[src/rtl/mem_stage.sv]
// Pipeline MEM stage: data-memory req/ack access FSM, branch/jump redirect and the MEM/WB register.
// Optional access timeout with sticky Mem_Err is compiled in when MEM_TIMEOUT_EN is defined.
module mem_stage #(
  parameter int size           = 32,
  parameter int TIMEOUT_CYCLES = 16
) (
  input  logic            CLK,
  input  logic            RST,
  input  logic            ExMem_Jump,
  input  logic            ExMem_Branch,
  input  logic            ExMem_MemRead,
  input  logic            ExMem_MemtoReg,
  input  logic            ExMem_MemWrite,
  input  logic            ExMem_RegWrite,
  input  logic [size-1:0] ExMem_AluOut,
  input  logic            ExMem_ZeroFlag,
  input  logic [31:0]     ExMem_DataRt,
  input  logic [4:0]      ExMem_AddrRdRt,
  output logic            DMem_Req,
  output logic            DMem_We,
  output logic [size-1:0] DMem_Addr,
  output logic [31:0]     DMem_WData,
  input  logic            DMem_Ack,
  input  logic [31:0]     DMem_RData,
  output logic            Mem_Stall,
  output logic            PCSrc,
  output logic            Jump_Taken,
  output logic            Flush_Out,
  output logic            MemWb_RegWrite,
  output logic            MemWb_MemtoReg,
  output logic [31:0]     MemWb_ReadData,
  output logic [size-1:0] MemWb_AluOut,
  output logic [4:0]      MemWb_AddrRdRt,
  output logic [31:0]     Wb_Data,
  output logic            Mem_Err,
  output logic [1:0]      Dbg_State
);

  // Handshake: DMem_Req rises with address/we/wdata already stable and they stay
  // unchanged until the cycle DMem_Ack=1 is seen in REQ; that cycle completes the
  // access and DMem_RData is sampled. Ack seen in any other state is ignored.
  typedef enum logic [1:0] {IDLE = 2'd0, REQ = 2'd1, DONE = 2'd2} state_t;

  state_t      state, next_state;
  logic        access, is_load, stall, timeout;
  logic [31:0] load_buf;

  assign access  = ExMem_MemRead | ExMem_MemWrite;
  assign is_load = ExMem_MemRead & ~ExMem_MemWrite;

`ifdef MEM_TIMEOUT_EN
  localparam int CW = $clog2(TIMEOUT_CYCLES) + 1;
  logic [CW-1:0] tmo_cnt;
  logic          err_q;

  // Fires on the last permitted REQ cycle so DMem_Req is high exactly TIMEOUT_CYCLES cycles.
  assign timeout = (state == REQ) && !DMem_Ack && (tmo_cnt == CW'(TIMEOUT_CYCLES - 1));

  always_ff @(posedge CLK or negedge RST) begin
    if (!RST) begin
      tmo_cnt <= '0;
      err_q   <= 1'b0;
    end else begin
      if (state == IDLE && access) tmo_cnt <= '0;
      else if (state == REQ && !DMem_Ack) tmo_cnt <= tmo_cnt + 1'b1;
      if (timeout) err_q <= 1'b1;
    end
  end
  assign Mem_Err = err_q;
`else
  localparam int unused_timeout_cycles = TIMEOUT_CYCLES;
  assign timeout = 1'b0;
  assign Mem_Err = 1'b0;
`endif

  always_comb begin
    next_state = state;
    stall      = 1'b0;
    unique case (state)
      IDLE: if (access) begin
        stall      = 1'b1;
        next_state = REQ;
      end
      REQ: begin
        stall = 1'b1;
        if (DMem_Ack || timeout) next_state = DONE;
      end
      DONE:    next_state = IDLE;
      default: next_state = IDLE;
    endcase
  end

  always_ff @(posedge CLK or negedge RST) begin
    if (!RST) begin
      state      <= IDLE;
      DMem_Req   <= 1'b0;
      DMem_We    <= 1'b0;
      DMem_Addr  <= '0;
      DMem_WData <= '0;
      load_buf   <= '0;
    end else begin
      state <= next_state;
      if (state == IDLE && access) begin
        DMem_Req   <= 1'b1;
        DMem_We    <= ExMem_MemWrite;
        DMem_Addr  <= ExMem_AluOut;
        DMem_WData <= ExMem_DataRt;
      end else if (state == REQ && (DMem_Ack || timeout)) begin
        DMem_Req <= 1'b0;
      end
      if (state == REQ) begin
        if (DMem_Ack) begin
          if (!DMem_We) load_buf <= DMem_RData;
        end else if (timeout) begin
          load_buf <= 32'hDEADBEEF;
        end
      end
    end
  end

  // MEM/WB: a stalled edge inserts a bubble (RegWrite only), otherwise copy EX/MEM.
  always_ff @(posedge CLK or negedge RST) begin
    if (!RST) begin
      MemWb_RegWrite <= 1'b0;
      MemWb_MemtoReg <= 1'b0;
      MemWb_ReadData <= '0;
      MemWb_AluOut   <= '0;
      MemWb_AddrRdRt <= '0;
    end else if (stall) begin
      MemWb_RegWrite <= 1'b0;
    end else begin
      MemWb_RegWrite <= ExMem_RegWrite;
      MemWb_MemtoReg <= ExMem_MemtoReg;
      MemWb_AluOut   <= ExMem_AluOut;
      MemWb_AddrRdRt <= ExMem_AddrRdRt;
      if (is_load) MemWb_ReadData <= load_buf;
    end
  end

  // Stall is masked during reset so upstream stages are never frozen by stale EX/MEM bits.
  assign Mem_Stall  = RST & stall;
  assign PCSrc      = ExMem_Branch & ExMem_ZeroFlag;
  assign Jump_Taken = ExMem_Jump;
  assign Flush_Out  = (PCSrc | Jump_Taken) & ~Mem_Stall;
  assign Wb_Data    = MemWb_MemtoReg ? MemWb_ReadData : 32'(MemWb_AluOut);
  assign Dbg_State  = state;

endmodule

[config.mk]
export PLATFORM = sky130hd
export DESIGN_NAME = mem_stage
export DESIGN_NICKNAME = d
export VERILOG_FILES = /design/src/rtl/mem_stage.sv
export SDC_FILE = /design/constraint.sdc
export NUM_CORES = 1
export LEC_CHECK = 0
export CAP_MARGIN = 20
export CELL_PAD_IN_SITES_DETAIL_PLACEMENT = 1
export CELL_PAD_IN_SITES_GLOBAL_PLACEMENT = 1
export CORE_UTILIZATION = 25
export DETAILED_ROUTE_END_ITERATION = 12
export PLACE_DENSITY = 0.68
export SLEW_MARGIN = 20
export SYNTH_ARGS = -nofsm -noshare
export SYNTH_HDL_FRONTEND = slang
export SYNTH_SLANG_ARGS = --single-unit
[constraint.sdc]
create_clock -name CLK -period 1.4 [get_ports CLK]
set_input_delay 0.14 -clock CLK [delete_from_list [all_inputs] [get_ports CLK]]
set_output_delay 0.14 -clock CLK [all_outputs]
set_load 0.02 [all_outputs]
# Word level (Yosys, flattened, before mapping)
# Index checks and enable logic that the tools add are counted.
# op_classes
n_eq_ne	3
muxes	9
bitwise	10
reduce_logical	7
# ops
op	n
$mux 32	1
$and 1x1->1	4
$mux 1	4
$mux 2	2
$ne 2x2->1 const B	2
$not 1->1	4
$pmux 2 s2	1
$reduce_and 2->1	2
$reduce_and 3->1	1
$eq 2x1->1 const B	1
$logic_and 1x1->1	2
$logic_not 2->1	1
$or 1x1->1	2
$pmux 1 s2	1
$reduce_bool 2->1	1
# word_totals
regBits	171
inputBits	111
out_inout_bits	176
elab_cells	40

# Longest topological paths before layout
# depth
word_depth	6
depth_mapped	6
mapped_depth_nobuf	3

# Worst setup path before layout
# OpenSTA, ideal clock, no wires.
# synth_timing
path_type	register to output
startpoint	register state[0], in the netlist Dbg_State[0]
endpoint	output port Flush_Out
arrival_ns	1.393
required_ns	1.260
slack_ns	-0.133
path_stages_with_launch	5
path_buffers	1
cell_sequence	dfrtp_1 > nor3_1 > nor2_2 > buf_4 > a2bb2oi_1
# synth_between
elab_chain_cells	5
word_cells_on_any_way	6
classes_between	eq/ne (1); mux (1); bitwise (3); reduce/logical (1)
# synth_rtl
item	line_no	text
from (decl)	44	state_t state, next_state;
from (signal assigned)	102	state <= next_state;
$eq 2x1->1 or $logic_not 2->1 (tied branches)	79	unique case (state)
$pmux 1 s2 *	79	
$and 1x1->1 *	141	assign Mem_Stall = RST & stall;
$not 1->1 *	144	assign Flush_Out = (PCSrc | Jump_Taken) & ~Mem_Stall;
$and 1x1->1 *	144	
to (decl)	28	output logic Flush_Out,
# Every way passes the cells marked *; elsewhere a longest branch is shown, timed or not.

# Final worst setup path
# layout_timing
startpoint	register MemWb_MemtoReg
endpoint	output port Wb_Data[7]
# layout_between
elab_chain_cells	1
# layout_rtl
item	line_no	text
from (decl)	30	output logic MemWb_MemtoReg,
from (signal assigned)	133	MemWb_MemtoReg <= ExMem_MemtoReg;
$mux 32	145	assign Wb_Data = MemWb_MemtoReg ? MemWb_ReadData : 32'(MemWb_AluOut);
to (decl)	34	output logic [31:0] Wb_Data,
# No other way between the ends.

==> metrics.md <==
| Metric | Value |
|---|---|
| 1st-iter DRT viols | 147 |
| Post-synthesis cell area | 7010 um2 |
| Seq. cell area | 4280 um2 |
| Main area contributors after synthesis | dfrtp_1 61%, mux2_2 22%, mux2_4 10% |
| Num ports | 287 |
| Tmin final | 1.74 ns |
| YS warnings | 0 |
| Post-Route WL | 25100 um |
| Finished Layout Cells | 1184 |
| Max-cap viol count | 0 |
| Initial core utilization | 25.7% |
| Placer congestion estimate | 0.712 |
| RSZ-0062 raised after global routing | yes |
| CTS H-tree lvls | 4 |
| Syn Inst Count | 411 |
| DIE AREA | 28700 um2 |
| Crit path arrival time | 1.60 ns |
| Hold Vio Cnt, Final | 0 |
| Worst reg-to-reg path cell count | 7 |
| Multi-input gate area | 3030 um2 |
| Initial antenna violation count | 1 |
| Layout Area Growth over Synthesis | 78.1% |
| Crit path required time | 1.26 ns |
| Critical Path Source Type | flip-flop |
| Clock skew | 0.0119 ns |
| Root Buffer | clkbuf_16 |
| Failing checks | setup timing |
| Post-synth top area share | 61.0% |
| DIE WIDTH | 169 um |
| PwrDens | 2450 nW/um2 |
| Port bufs | 285 |
| CTS Buffer Depth | 2 |
| Gr usage total | 17.9% |
| Final slew viol count | 0 |
| Layout cells sized above 1 | 52.9% |
| Worst slew margin | 45.6% |
| Cell variety after synth | 23 |
| CP max FO | 5 |
| Antenna Violating Nets Remaining | 0 |
| Core area | 27300 um2 |
| Vias in the first global route | 5658 |
| Final nets | 909 |
| Setup-failing EPs final | 204 |
| Post-Place Worst Slack | -0.452 ns |
| Drt wl/cell | 21.2 um |
| Maximum number of pins on one net before global-route repair | 98 |
| CTS Buf Count | 17 |
| Fillers | 2747 |
| Number of clock sinks | 171 |
| Placed wire-length estimate | 15200 um |
| Worst-Margin Slew | 0.816 ns |
| Worst skew pair latency | 0.43 ns |
| Routed vias/inst | 4.21 |
| WHS | 0.265 ns |
| Reg2Reg Setup Slack | -0.28 ns |
| Fin util | 45.8% |
| Sequential share of the synthesized area | 61.0% |
| Syn Nets | 522 |
| Number of cell rows | 60 |
| P_leak | 6.05 nW |
| Peak VDD IR | 1130 uV |
| 1st-pass router iterations | 4 |
| Worst setup margin | -0.342 ns |
| TritonCTS clock tree | done |
| Fmax | 574 MHz |
| Commonest cells after routing, fill and taps aside | 168 x dfrtp_1, 168 x mux2_4, 109 x clkdlybuf4s50_1, 94 x dlygate4sd2_1, 55 x buf_4 |
| Status | finished, violations left |
| Crit Path Category | reg2out |
| Post-Place Cells | 1109 |
| Area after DPL | 10800 um2 |
| Crit end category | primary output |
| GRT Residual Overflow | 0 |
| First-pass GRT wire length | 37500 um |
| Die H | 169 um |
| Synth Register Bits | 171 |
| Worst flop-to-flop path startpoint | Dbg_State[1] |
| Via count | 4988 |
| Leading area contributor after synthesis | dfrtp_1 |
| Clock transition at the registers of the reported paths | 0.07 ns |
| Worst R2R End | MemWb_ReadData[4] |
| Synth Area per Inst | 17.1 um2 |
| Tightest Hold Check Type | in2async |
| Drt drc | 0 |
| Final Cell Area | 12500 um2 |
| Ratio of final minimum period to clock period | 124% |
## worst max path at each step
| stage | from | to | slack [ns] |
|---|---|---|---|
| after floorplan | Dbg_State[0] | load_buf[11] | -0.08 |
| after CTS | MemWb_MemtoReg | Wb_Data[27] | -0.36 |
| after global routing | MemWb_MemtoReg | Wb_Data[7] | -0.39 |
| after detailed placement | ExMem_MemWrite | Mem_Stall | -0.45 |
| final | MemWb_MemtoReg | Wb_Data[7] | -0.34 |
| after global placement | ExMem_MemWrite | Mem_Stall | -0.46 |
## state kept, by name, indices dropped and copies added, names as in the netlist
name / cells
DMem_Addr: 32
DMem_WData: 32
MemWb_AluOut: 32
MemWb_ReadData: 32
load_buf: 32
MemWb_AddrRdRt: 5
Dbg_State: 2
DMem_Req: 1
DMem_We: 1
MemWb_MemtoReg: 1
MemWb_RegWrite: 1
## synthesized netlist by cell type
library cell / instances
nor2_1: 1
a22o_1: 1
mux2_1: 10
buf_6: 10
conb_1: 1
nand2_1: 2
o21ai_0: 1
clkbuf_1: 1
a2bb2oi_1: 1
mux2_4: 49
o21ai_2: 1
nor2_2: 1
nand2_2: 1
nor3_4: 1
dfrtp_1: 171
nand3b_1: 1
buf_2: 7
nor2b_1: 1
nor2_4: 1
mux2_2: 139
and2_1: 3
buf_4: 6
nor3_1: 1
## report_power, final
group          total, mW  internal [mW]  leakage, nW  switching (mW)
clock               4.96           2.72        0.302            2.24
combinational       16.8           9.38         3.73            7.47
sequential          8.77           7.32         2.02            1.45
## layer usage
metal	vias up	wire, um	global-route usage [%]
met3	14	1610	5.60
met4	0	219	3.72
met5	-	0	0
met2	174	12400	29.9
li1	2236	-	-
met1	2564	10800	22.5
## metrics by stage
| step | setup TNS [ns] | total power, mW |
|---|---|---|
| 5_1_grt | -51.60 | 32.1 |
| 4_1_cts | -48.96 | 30.2 |
| 3_5_place_dp | -68.75 | 24.0 |
| 3_3_place_gp | -68.60 | 23.8 |
| 6_report | -42.24 | 30.6 |
| 2_1_floorplan | -5.74 | 16.1 |
## area by class of cell
type	count	area share, %
sequential	171	34.3
multi-input combinational	216	24.2
timing repair buffer	392	32.9
clock buffer	21	3.85
tap	372	3.73
clock inverter	11	1.02
antenna	1	0.0200
## what timing repair did
item / 4_1_cts / 5_1_grt
cloned: 18 / 1
setup endpoints to repair: 341 / 228
hold endpoints to repair: 171 / 0
setup buffers: 24 / 10
hold buffers: 1 / 0
resized for setup: 530 / 116
pin swaps: 5 / 3
## cells by family (layout without fill, tap and decap cells)
| kind of cell | Yosys count | count (layout) | synth area share (%) |
|---|---|---|---|
| simple gates | 13 | 13 | 1.27 |
| flops | 171 | 171 | 61.0 |
| buf+inv | 24 | 424 | 2.80 |
| mux | 198 | 198 | 34.4 |
| compound gates | 4 | 4 | 0.446 |
| other cells | 1 | 2 | 0.0535 |
## critical path: stages (launching register included)
cell       delay (ns)
dfrtp_2          0.43
buf_12           0.15
clkbuf_16        0.16
mux2_4           0.31
buf_6            0.13
Note: power is estimated with default switching activity, not from simulation.
